===== config.mk =====
export PLATFORM = sky130hd
export DESIGN_NAME = mem_arbiter_n
export DESIGN_NICKNAME = d
export VERILOG_FILES = /design/src/rtl/mem_arb_pkg.sv /design/src/rtl/mem_arbiter_n_pick.sv /design/src/rtl/mem_arbiter_n.sv
export SDC_FILE = /design/constraint.sdc
export NUM_CORES = 1
export LEC_CHECK = 0
export ABC_AREA = 1
export CAP_MARGIN = 25
export CORE_ASPECT_RATIO = 0.8
export CORE_MARGIN = 3
export CORE_UTILIZATION = 45
export CTS_CLUSTER_SIZE = 28
export DETAILED_ROUTE_END_ITERATION = 12
export PLACE_DENSITY = 0.82
export SETUP_SLACK_MARGIN = 0.02
export SLEW_MARGIN = 30
export SYNTH_ARGS = -nofsm -noshare
export SYNTH_HDL_FRONTEND = slang
export SYNTH_SLANG_ARGS = --single-unit

===== constraint.sdc =====
create_clock -name clk -period 2.41 [get_ports clk]
set_clock_uncertainty 0.15 [all_clocks]
set_input_delay 0.6025 -clock clk [delete_from_list [all_inputs] [get_ports clk]]
set_output_delay 0.6025 -clock clk [all_outputs]
set_load 0.005 [all_outputs]

===== src/rtl/mem_arb_pkg.sv =====
// ---------------------------------------------------------------------------
// mem_arb_pkg
// Shared types and helpers for the unified-memory arbiter and any other
// arbiter built on arb_pick (e.g. a future cache-fill arbiter).
//   state_t   : arbiter FSM states
//   ARB_FIXED : lowest-index-wins arbitration
//   ARB_RR    : round-robin arbitration
//   slice_lo  : low bit offset of port idx inside a packed per-port bus
// ---------------------------------------------------------------------------
package mem_arb_pkg;

  typedef enum logic [1:0] {
    IDLE = 2'd0,
    BUSY = 2'd1,
    RESP = 2'd2
  } state_t;

  localparam int ARB_FIXED = 0;
  localparam int ARB_RR    = 1;

  // Timeout counter width; wide enough for the largest allowed TIMEOUT (255).
  localparam int CNT_W = 8;

  // Port idx of a packed bus lives at [slice_lo(idx, width) +: width].
  function automatic int slice_lo(input int idx, input int width);
    return idx * width;
  endfunction

endpackage


===== src/rtl/mem_arbiter_n_pick.sv =====
// ---------------------------------------------------------------------------
// arb_pick
// Purely combinational winner selection over an eligibility vector.
//   eligible  : one bit per requester that may be granted this cycle
//   ptr       : round-robin start index (ignored in fixed mode)
//   mode      : 0 = fixed priority (lowest index), 1 = round robin
//   winner    : selected index (0 when nothing is eligible)
//   any_valid : at least one requester is eligible
// ---------------------------------------------------------------------------
module arb_pick #(
  parameter int NUM_PORTS = 2,
  parameter int IDX_W     = 1
) (
  input  logic [NUM_PORTS-1:0] eligible,
  input  logic [IDX_W-1:0]     ptr,
  input  logic                 mode,
  output logic [IDX_W-1:0]     winner,
  output logic                 any_valid
);

  // Index reached by stepping ofs places from base, wrapping modulo NUM_PORTS.
  function automatic logic [IDX_W-1:0] rr_idx(input logic [IDX_W-1:0] base,
                                              input int              ofs);
    int sum;
    sum = int'(base) + ofs;
    if (sum >= NUM_PORTS) sum = sum - NUM_PORTS;
    return IDX_W'(sum);
  endfunction

  // Scan from the far end toward the preferred position so that the last
  // hit (the closest to index 0 / to ptr) is the one that sticks.
  always_comb begin
    // NOTE: every output of a combinational block gets a default before any
    // conditional assignment; a path that leaves it unassigned infers a latch.
    winner    = '0;
    any_valid = |eligible;
    for (int k = NUM_PORTS - 1; k >= 0; k--) begin
      if (mode) begin
        if (eligible[rr_idx(ptr, k)]) winner = rr_idx(ptr, k);
      end else begin
        if (eligible[k]) winner = IDX_W'(k);
      end
    end
  end

endmodule


===== src/rtl/mem_arbiter_n.sv =====
// ---------------------------------------------------------------------------
// mem_arbiter_n
// Shares one multi-cycle unified memory among NUM_PORTS requesters.
// One transaction is outstanding at a time: IDLE grants, BUSY waits for
// mem_rvalid (or a timeout), RESP presents a one-cycle response pulse.
//
// Ports
//   clk, rst_n  : clock (rising edge), asynchronous active-low reset
//   req_valid   : per-port request, held until that port's resp_valid
//   req_write   : per-port 1 = write, 0 = read
//   req_addr    : packed per-port addresses  (port i at [i*ADDR_W +: ADDR_W])
//   req_wdata   : packed per-port write data (port i at [i*DATA_W +: DATA_W])
//   req_stall   : req_valid & ~resp_valid, pipeline freeze per port
//   resp_valid  : one-cycle completion pulse, one-hot or zero
//   resp_rdata  : read data, valid with resp_valid (0 on timeout)
//   resp_err    : pulses with resp_valid when the transaction timed out
//   mem_en      : one-cycle command strobe, mem_wr qualifies it
//   mem_addr    : command address, held through BUSY
//   mem_wdata   : command write data, held through BUSY
//   mem_rdata   : memory data, sampled with mem_rvalid
//   mem_rvalid  : memory completion for reads and writes
// ---------------------------------------------------------------------------
module mem_arbiter_n
  import mem_arb_pkg::*;
#(
  parameter int NUM_PORTS = 2,
  parameter int ADDR_W    = 16,
  parameter int DATA_W    = 16,
  parameter int ARB_MODE  = 0,
  parameter int TIMEOUT   = 15
) (
  input  logic                        clk,
  input  logic                        rst_n,
  input  logic [NUM_PORTS-1:0]        req_valid,
  input  logic [NUM_PORTS-1:0]        req_write,
  input  logic [NUM_PORTS*ADDR_W-1:0] req_addr,
  input  logic [NUM_PORTS*DATA_W-1:0] req_wdata,
  output logic [NUM_PORTS-1:0]        req_stall,
  output logic [NUM_PORTS-1:0]        resp_valid,
  output logic [DATA_W-1:0]           resp_rdata,
  output logic                        resp_err,
  output logic                        mem_en,
  output logic                        mem_wr,
  output logic [ADDR_W-1:0]           mem_addr,
  output logic [DATA_W-1:0]           mem_wdata,
  input  logic [DATA_W-1:0]           mem_rdata,
  input  logic                        mem_rvalid
);

  localparam int                   IDX_W   = $clog2(NUM_PORTS);
  localparam logic [NUM_PORTS-1:0] PORT0   = NUM_PORTS'(1);
  localparam logic [IDX_W-1:0]     LAST    = IDX_W'(NUM_PORTS - 1);
  localparam logic [CNT_W-1:0]     TO_LAST = CNT_W'(TIMEOUT);
  localparam logic                 RR_MODE = (ARB_MODE == ARB_RR);

  state_t            state, state_nxt;
  logic [IDX_W-1:0]  grant_idx;   // port owning the outstanding transaction
  logic [IDX_W-1:0]  rr_ptr;      // round-robin search start
  logic [CNT_W-1:0]  to_cnt;      // BUSY cycles elapsed since mem_en

  logic [NUM_PORTS-1:0] eligible;
  logic [IDX_W-1:0]     pick_idx;
  logic                 pick_any;

  logic do_grant;
  logic do_resp;
  logic do_timeout;

  // A port whose response is on the wire this cycle must not be re-granted
  // off the same, not-yet-dropped req_valid.
  assign eligible  = req_valid & ~resp_valid;
  assign req_stall = req_valid & ~resp_valid;

  arb_pick #(
    .NUM_PORTS (NUM_PORTS),
    .IDX_W     (IDX_W)
  ) u_pick (
    .eligible  (eligible),
    .ptr       (rr_ptr),
    .mode      (RR_MODE),
    .winner    (pick_idx),
    .any_valid (pick_any)
  );

  // -------------------------------------------------------------------------
  // FSM
  // -------------------------------------------------------------------------
  always_ff @(posedge clk or negedge rst_n) begin
    // NOTE: clocked state is updated with non-blocking assignments so every
    // register samples the pre-edge values regardless of statement order.
    if (!rst_n) state <= IDLE;
    else        state <= state_nxt;
  end

  always_comb begin
    state_nxt  = state;
    do_grant   = 1'b0;
    do_resp    = 1'b0;
    do_timeout = 1'b0;
    unique case (state)
      IDLE: begin
        // mem_rvalid is deliberately not looked at here: a stray or late
        // completion with nothing outstanding is dropped.
        if (pick_any) begin
          do_grant  = 1'b1;
          state_nxt = BUSY;
        end
      end
      BUSY: begin
        // A completion arriving in the same cycle as the timeout wins.
        if (mem_rvalid) begin
          do_resp   = 1'b1;
          state_nxt = RESP;
        end else if (to_cnt == TO_LAST) begin
          do_timeout = 1'b1;
          state_nxt  = RESP;
        end
      end
      RESP:    state_nxt = IDLE;
      default: state_nxt = IDLE;
    endcase
  end

  // -------------------------------------------------------------------------
  // Command latch, timeout counter, round-robin pointer
  // -------------------------------------------------------------------------
  always_ff @(posedge clk or negedge rst_n) begin
    if (!rst_n) begin
      grant_idx <= '0;
      rr_ptr    <= '0;
      to_cnt    <= '0;
      mem_en    <= 1'b0;
      mem_wr    <= 1'b0;
      mem_addr  <= '0;
      mem_wdata <= '0;
    end else begin
      mem_en <= do_grant;
      mem_wr <= do_grant & req_write[pick_idx];
      if (do_grant) begin
        grant_idx <= pick_idx;
        mem_addr  <= req_addr[slice_lo(int'(pick_idx), ADDR_W) +: ADDR_W];
        mem_wdata <= req_wdata[slice_lo(int'(pick_idx), DATA_W) +: DATA_W];
        to_cnt    <= '0;
        if (RR_MODE) rr_ptr <= (pick_idx == LAST) ? '0 : pick_idx + IDX_W'(1);
      end else if (state == BUSY) begin
        to_cnt <= to_cnt + CNT_W'(1);
      end
    end
  end

  // -------------------------------------------------------------------------
  // Response registers: one-cycle pulse, data held until the next response
  // -------------------------------------------------------------------------
  always_ff @(posedge clk or negedge rst_n) begin
    if (!rst_n) begin
      resp_valid <= '0;
      resp_err   <= 1'b0;
      resp_rdata <= '0;
    end else begin
      resp_valid <= '0;
      resp_err   <= 1'b0;
      if (do_resp) begin
        resp_valid <= PORT0 << grant_idx;
        resp_rdata <= mem_rdata;
      end else if (do_timeout) begin
        resp_valid <= PORT0 << grant_idx;
        resp_rdata <= '0;
        resp_err   <= 1'b1;
      end
    end
  end

endmodule


==> metrics.md, run 1 <==
| Metric | Value |
|---|---|
| R2r setup slk | 700 ps |
| CTS Sinks | 64 |
| Largest net degree at the start of global routing | 65 |
| Routed len/inst | approximately 14 um |
| Worst Path Max Fanout | 2 |
| Placed inst area | 4668 um2 |
| Maximum clock insertion buffer count | 2 |
| Period utilisation layout | between 90% and 100% |
| Worst reg2reg path startpoint | resp_valid[1] |
| Max Cap Violations | 0 |
| Yosys warns | 0 |
| Core area | 6636 um2 |
| IO buf count | between 100 and 150 |
| Worst r2r path cells | 10 |
| Htree depth | 3 |
| Initial antenna violation count | 0 |
| Finished Cell Area | ~4900 um2 |
| CP top delay family | buffers and inverters |
| Fmax | 0.4543 GHz |
| Final min period | between 2000 and 2500 ps |
| Least-Margin Pin Slew | just over 400 ps |
| Top cells by area, synth | dfrtp_1 50%, nand2_1 25%, nand3_1 7.2%, nand3_2 2.8%, nor2_1 1.6% |
| Status | finished, final reports clean |
| Die span in y | 81.40 um |
| Initial core utilization | between 40 and 50% |
| Antenna-violating nets left | 0 |
| Final Net Count | roughly 640 |
| Final Hold Vio Count | 0 |
| Cell Rows | 26 |
| Max stage delay on crit path | around 460 ps |
| Synth cell types | 26 |
| Total GRT Usage | between 20% and 30% |
| CP Launch Type | primary input |
| Hold Path Class | primary input to async pin |
| Seq cells post-synth | between 60 and 70 |
| Router iterations before antenna repair | 4 |
| Mapped Avg Cell Area | slightly below 8 um2 |
| Pwr/cell area | ~1100 nW/um2 |
| Worst Path Required | ~1700 ps |
| Vias in the first global route | approximately 3000 |
| Fillers | roughly 500 |
| CP Capture Type | output pin |
| Drc violations | 0 |
| Cts hold-fix bufs | 0 |
| First-pass GRT wire length | approximately 15 mm |
| Clk_lat worst skew | 340 ps |
| Die Span X | between 100 and 150 um |
| CTS tree | built |
| Number of diodes | 0 |
| Yosys top cell by area | dfrtp_1 |
| Area growth from synthesis to layout | 52.35% |
| Slowest CP cell | clkdlybuf4s50_1 |
| Sequential share of the synthesized area | 50.08% |
| Total CTS buffers | 9 |
| Worst rel slew slack | roughly three quarters |
| DIE AREA | about 8000 um2 |
| Worst hold slack | about 110 ps |
| WP buf/inv | 3 |
| GR Overflow Total | 0 |
| Data arrival, critical path | roughly 1500 ps |
| Via count | between 3000 and 4000 |
| Drt via density | roughly 4.9 |
| Reg clk slew, reported paths | 70 ps |
| Pins over their slew limit | 0 |
| DRT iter0 DRCs | 105 |
| Share of layout cells above drive strength 1 | under 10% |
| GPL Wtd Cong | ~0.83 |
| Mapped Cells | slightly above 400 |
| Critical path class | primary input to output pin |
| Synth Cell Area | roughly 3200 um2 |
| Final setup violation count | 0 |
| Unrepaired setup endpoints after global routing | no |
| Post-Synthesis Net Count | 494 |
| Top-Level Pins | ~140 |
| Crit path cell chain | clkdlybuf4s50_1 > nand2_1 > inv_2 > dlygate4sd2_1 |
| FF-to-FF End | mem_wdata[15] |
| Share of the synthesized area in the top cell type | between 50% and 60% |
| Maximum vdd drop | 0.0005412 V |
| Leak | 2.452 nW |
| HPWL after DPL | 6.434 mm |
| Final wirelength | approximately 9.0 mm |
| Root Buffer | clkbuf_8 |
Yosys cell counts, drive strengths merged:
cell type	instances
nand2	221
o21ai	5
a21oi	2
nor2	16
dfrtp	64
buf	19
ha	1
xor2	1
nand3	57
nand4	1
nor3	1
inv	18
logic make-up after synthesis:
group,after synthesis,share of synthesized area [%]
buffers and inverters,37,6.924
adder cells (fa/ha/maj),1,0.3912
AND/OR/NAND/NOR,296,41.24
XOR/XNOR,1,0.2739
flip-flops,64,50.08
AO/OA/AOI/OAI,7,1.095
routing by layer:
metal | GRT usage (%) | wire length (um) | share of wire [%]
met4 | 7.133 | 86 | 0.95
met3 | 10.73 | 1256 | 14
met1 | 27.51 | 3704 | 41
met5 | 0 | 0 | 0
met2 | 37.37 | 3961 | 44
sequential cells by signal, indices dropped and copies added, names as in the netlist:
register    count
mem_en          1
mem_addr       16
grant_idx       1
state           2
to_cnt          8
mem_wr          1
resp_rdata     16
resp_err        1
mem_wdata      16
resp_valid      2
placed cells by master, fill, tap and decap left out, types with 3 or more instances in the layout:
| master | n |
|---|---|
| nor2_1 | 14 |
| buf_12 | 3 |
| nand2_2 | 3 |
| dfrtp_1 | 64 |
| inv_1 | 11 |
| inv_2 | 4 |
| o21ai_0 | 4 |
| nand3_2 | 9 |
| clkdlybuf4s50_1 | 138 |
| buf_4 | 5 |
| nand2_1 | 215 |
| clkbuf_8 | 11 |
| nand3_1 | 46 |
report_power, final:
group | switching (W) | leakage [nW] | internal [W] | total (W)
registers | 0.000271 | 0.811 | 0.00153 | 0.00180
clock network | 0.000413 | 0.101 | 0.000530 | 0.000943
logic | 0.00118 | 1.54 | 0.00125 | 0.00243
total | 0.00187 | 2.45 | 0.00330 | 0.00517
cell type report:
type	instances	area (um2)	area share, %
multi-input cells	305	1375	28.22
well taps	84	105.1	2.157
clock inverters	5	55.05	1.130
inverters	18	82.58	1.695
clock buffers	11	151.4	3.107
repair buffers	149	1501	30.82
flip-flops and latches	64	1602	32.87
worst max path at each step:
| stage | startpoint | endpoint | slack (ps) | cells past startpoint |
|---|---|---|---|---|
| finish | req_valid[1] | req_stall[1] | 210 | 4 |
| global route | req_valid[1] | req_stall[1] | 140 | 4 |
| CTS | req_valid[1] | req_stall[1] | 200 | 4 |
| detailed placement | req_valid[1] | req_stall[1] | -60 | 4 |
| global placement | req_valid[1] | req_stall[1] | -80 | 4 |
| floorplan | req_valid[0] | req_stall[0] | 680 | 3 |
repair_timing:
action,4_1_cts,5_1_grt
resized for setup,2,0
hold endpoints to repair,0,0
setup endpoints to repair,2,0
buffers inserted,0,0
stage by stage:
stage                     power (W)  setup WS [ps]  TNS (ps)  cells  util (%)
final                      0.005170          208.8         0    636     73.42
after global routing       0.005564          143.2         0    636     73.42
after CTS                  0.005226          195.3         0    636     73.42
after detailed placement   0.004266         -60.94    -112.8    620     70.34
after global placement     0.004185         -78.09    -145.5    620     70.34
after floorplan            0.002981          675.2         0    406         -
Power figures use the tool's default switching activity.
==> run 2, diff against run 1 <==
--- a/config.mk
+++ b/config.mk
@@ -9,10 +9,11 @@
 export CAP_MARGIN = 25
 export CORE_ASPECT_RATIO = 0.8
 export CORE_MARGIN = 3
-export CORE_UTILIZATION = 45
+export CORE_UTILIZATION = 42
 export CTS_CLUSTER_SIZE = 28
 export DETAILED_ROUTE_END_ITERATION = 12
-export PLACE_DENSITY = 0.82
+export MAX_ROUTING_LAYER = met4
+export PLACE_DENSITY = 0.77
 export SETUP_SLACK_MARGIN = 0.02
 export SLEW_MARGIN = 30
 export SYNTH_ARGS = -nofsm -noshare
==> constraint.sdc (replaced) <==
create_clock -name clk -period 2.25 [get_ports clk]
set_clock_uncertainty 0.15 [all_clocks]
set_input_delay 0.5625 -clock clk [delete_from_list [all_inputs] [get_ports clk]]
set_output_delay 0.5625 -clock clk [all_outputs]
set_load 0.01 [all_outputs]
==> metrics.md, run 2 (synthesis gave the netlist of run 1 again) <==
| Metric | Value |
|---|---|
| Maximum vdd drop | 0.0007279 V |
| Total CTS buffers | 9 |
| Htree depth | 3 |
| Largest net degree at the start of global routing | 36 |
| Drt via density | approximately 4.8 |
| Leak | approximately 2.4 nW |
| CTS tree | built |
| Violated checks | hold timing |
| Most common cell after layout, fill and taps aside | nand2_1 |
| R2r setup slk | between 500 and 600 ps |
| Die span in y | between 80 and 90 um |
| Top flop regs | mem_addr (16), mem_wdata (16), resp_rdata (16) |
| Max Cap Violations | 0 |
| Worst reg2reg path startpoint | resp_valid[1] |
| Data arrival, critical path | ~1400 ps |
| Number of diodes | 0 |
| Critical path class | primary input to output pin |
| Worst rel slew slack | around 72% |
| Die Span X | about 100 um |
| Cell Rows | 27 |
| Vias in the first global route | 3142 |
| Initial antenna violation count | 0 |
| DRT iter0 DRCs | ~190 |
| GPL Wtd Cong | 0.8098 |
| Initial core utilization | approximately 45% |
| Share of layout cells above drive strength 1 | a little under a tenth |
| Pwr/cell area | around 1100 nW/um2 |
| Antenna-violating nets left | 0 |
| DIE AREA | slightly below 9000 um2 |
| Maximum clock insertion buffer count | 2 |
| Area growth from synthesis to layout | 52.50% |
| GR Overflow Total | 0 |
| Root Buffer | clkbuf_8 |
| Least-Margin Pin Slew | around 420 ps |
| # Post-CTS Setup Buffers | 0 |
| Reg clk slew, reported paths | 70 ps |
| Clk_lat worst skew | about 340 ps |
| Pwr Total | ~0.0056 W |
| Core area | 7128 um2 |
| Drc violations | 0 |
| Worst r2r path cells | 10 |
| Top-Level Pins | roughly 140 |
| Final Hold Vio Count | 3 |
| Router iterations before antenna repair | 4 |
| CP Capture Type | output pin |
| Final Net Count | around 640 |
| CP Launch Type | primary input |
| Post-Place Cells | about 640 |
| Routed len/inst | around 14 um |
| CTS Sinks | 64 |
| Cts hold-fix bufs | 0 |
| Status | finished, violations left |
| Period utilisation layout | between 90% and 100% |
| Total GRT Usage | 21.97% |
| Fin util | 68.42% |
| Hold Path Class | primary input to async pin |
| IO buf count | between 100 and 150 |
| FF-to-FF End | mem_wdata[14] |
| Highest-count cells in the layout ignoring fill and taps | 215 x nand2_1, 138 x clkdlybuf4s50_1, 64 x dfrtp_1 |
| Worst hold slack | -0.8021 ps |
| Final min period | ~2100 ps |
| Fmax | around 0.47 GHz |
| Unrepaired setup endpoints after global routing | no |
| Worst Path Max Fanout | 2 |
| HPWL after DPL | 6.571 mm |
| Non-filler cells, final | between 600 and 700 |
| Via count | about 3100 |
| Final setup violation count | 0 |
| Fillers | between 600 and 700 |
| Worst Path Required | 1540 ps |
| Pins over their slew limit | 0 |
| First-pass GRT wire length | 15.00 mm |
| Final wirelength | 8.986 mm |
[run 2: cell types whose count changed in the layout (fill, tap and decap cells not counted)]
cell,delta
bufinv_16,-1
buf_4,+1
clkinvlp_4,+1
clkinv_4,+2
clkinv_2,-1
clkbuf_8,-1
[run 2: worst max-delay path, stage by stage]
cell             delay, ps
clkdlybuf4s50_1        470
nand2_2                 60
inv_1                   40
dlygate4sd2_1          300
[run 2: routing by layer]
metal	wire (um)	part of all wire (%)	track usage, %	vias to the layer above
met5	0	0	-	-
met3	940	10	8.121	7
met1	4059	45	28.06	1427
met4	74	0.82	5.435	0
li1	-	-	-	1543
met2	3911	44	33.43	153
[run 2: cell type report]
type	count	area (um2)	area share, %
Sequential cell	64	1602	32.84
Timing Repair Buffer	150	1509	30.94
Multi-Input combinational cell	305	1375	28.19
Clock buffer	10	137.6	2.822
Tap cell	101	126.4	2.591
Inverter	18	82.58	1.693
Clock inverter	6	45.04	0.9236
[run 2: power breakdown]
| part | internal [W] | switching, W | total [W] |
|---|---|---|---|
| sequential | 0.00163 | 0.000294 | 0.00193 |
| clock | 0.000430 | 0.000457 | 0.000887 |
| combinational | 0.00133 | 0.00142 | 0.00275 |
[run 2: how the worst max path moves through the flow]
stage               cells past startpoint            to    startpoint  slack, ps
floorplan                               3  req_stall[0]  req_valid[0]        570
global placement                        4  req_stall[0]  req_valid[0]       -180
detailed placement                      4  req_stall[0]  req_valid[0]       -170
CTS                                     4  req_stall[0]  req_valid[0]         90
global route                            4  req_stall[0]  req_valid[0]         40
finish                                  4  req_stall[0]  req_valid[0]        100
[run 2: per-stage QoR]
step                      setup TNS, ps  cell area [um2]  worst slack (ps)
after global placement            -2735             4697            -178.9
after global routing                  0             4877             41.75
after detailed placement          -2756             4697            -169.0
after CTS                             0             4877             90.67
final                                 0             4877             102.4
after floorplan                       0             3198             570.9
[run 2: what timing repair did]
item	in CTS	in global routing
setup endpoints to repair	2	0
endpoints found under the hold margin	0	0
gates resized for setup	2	0
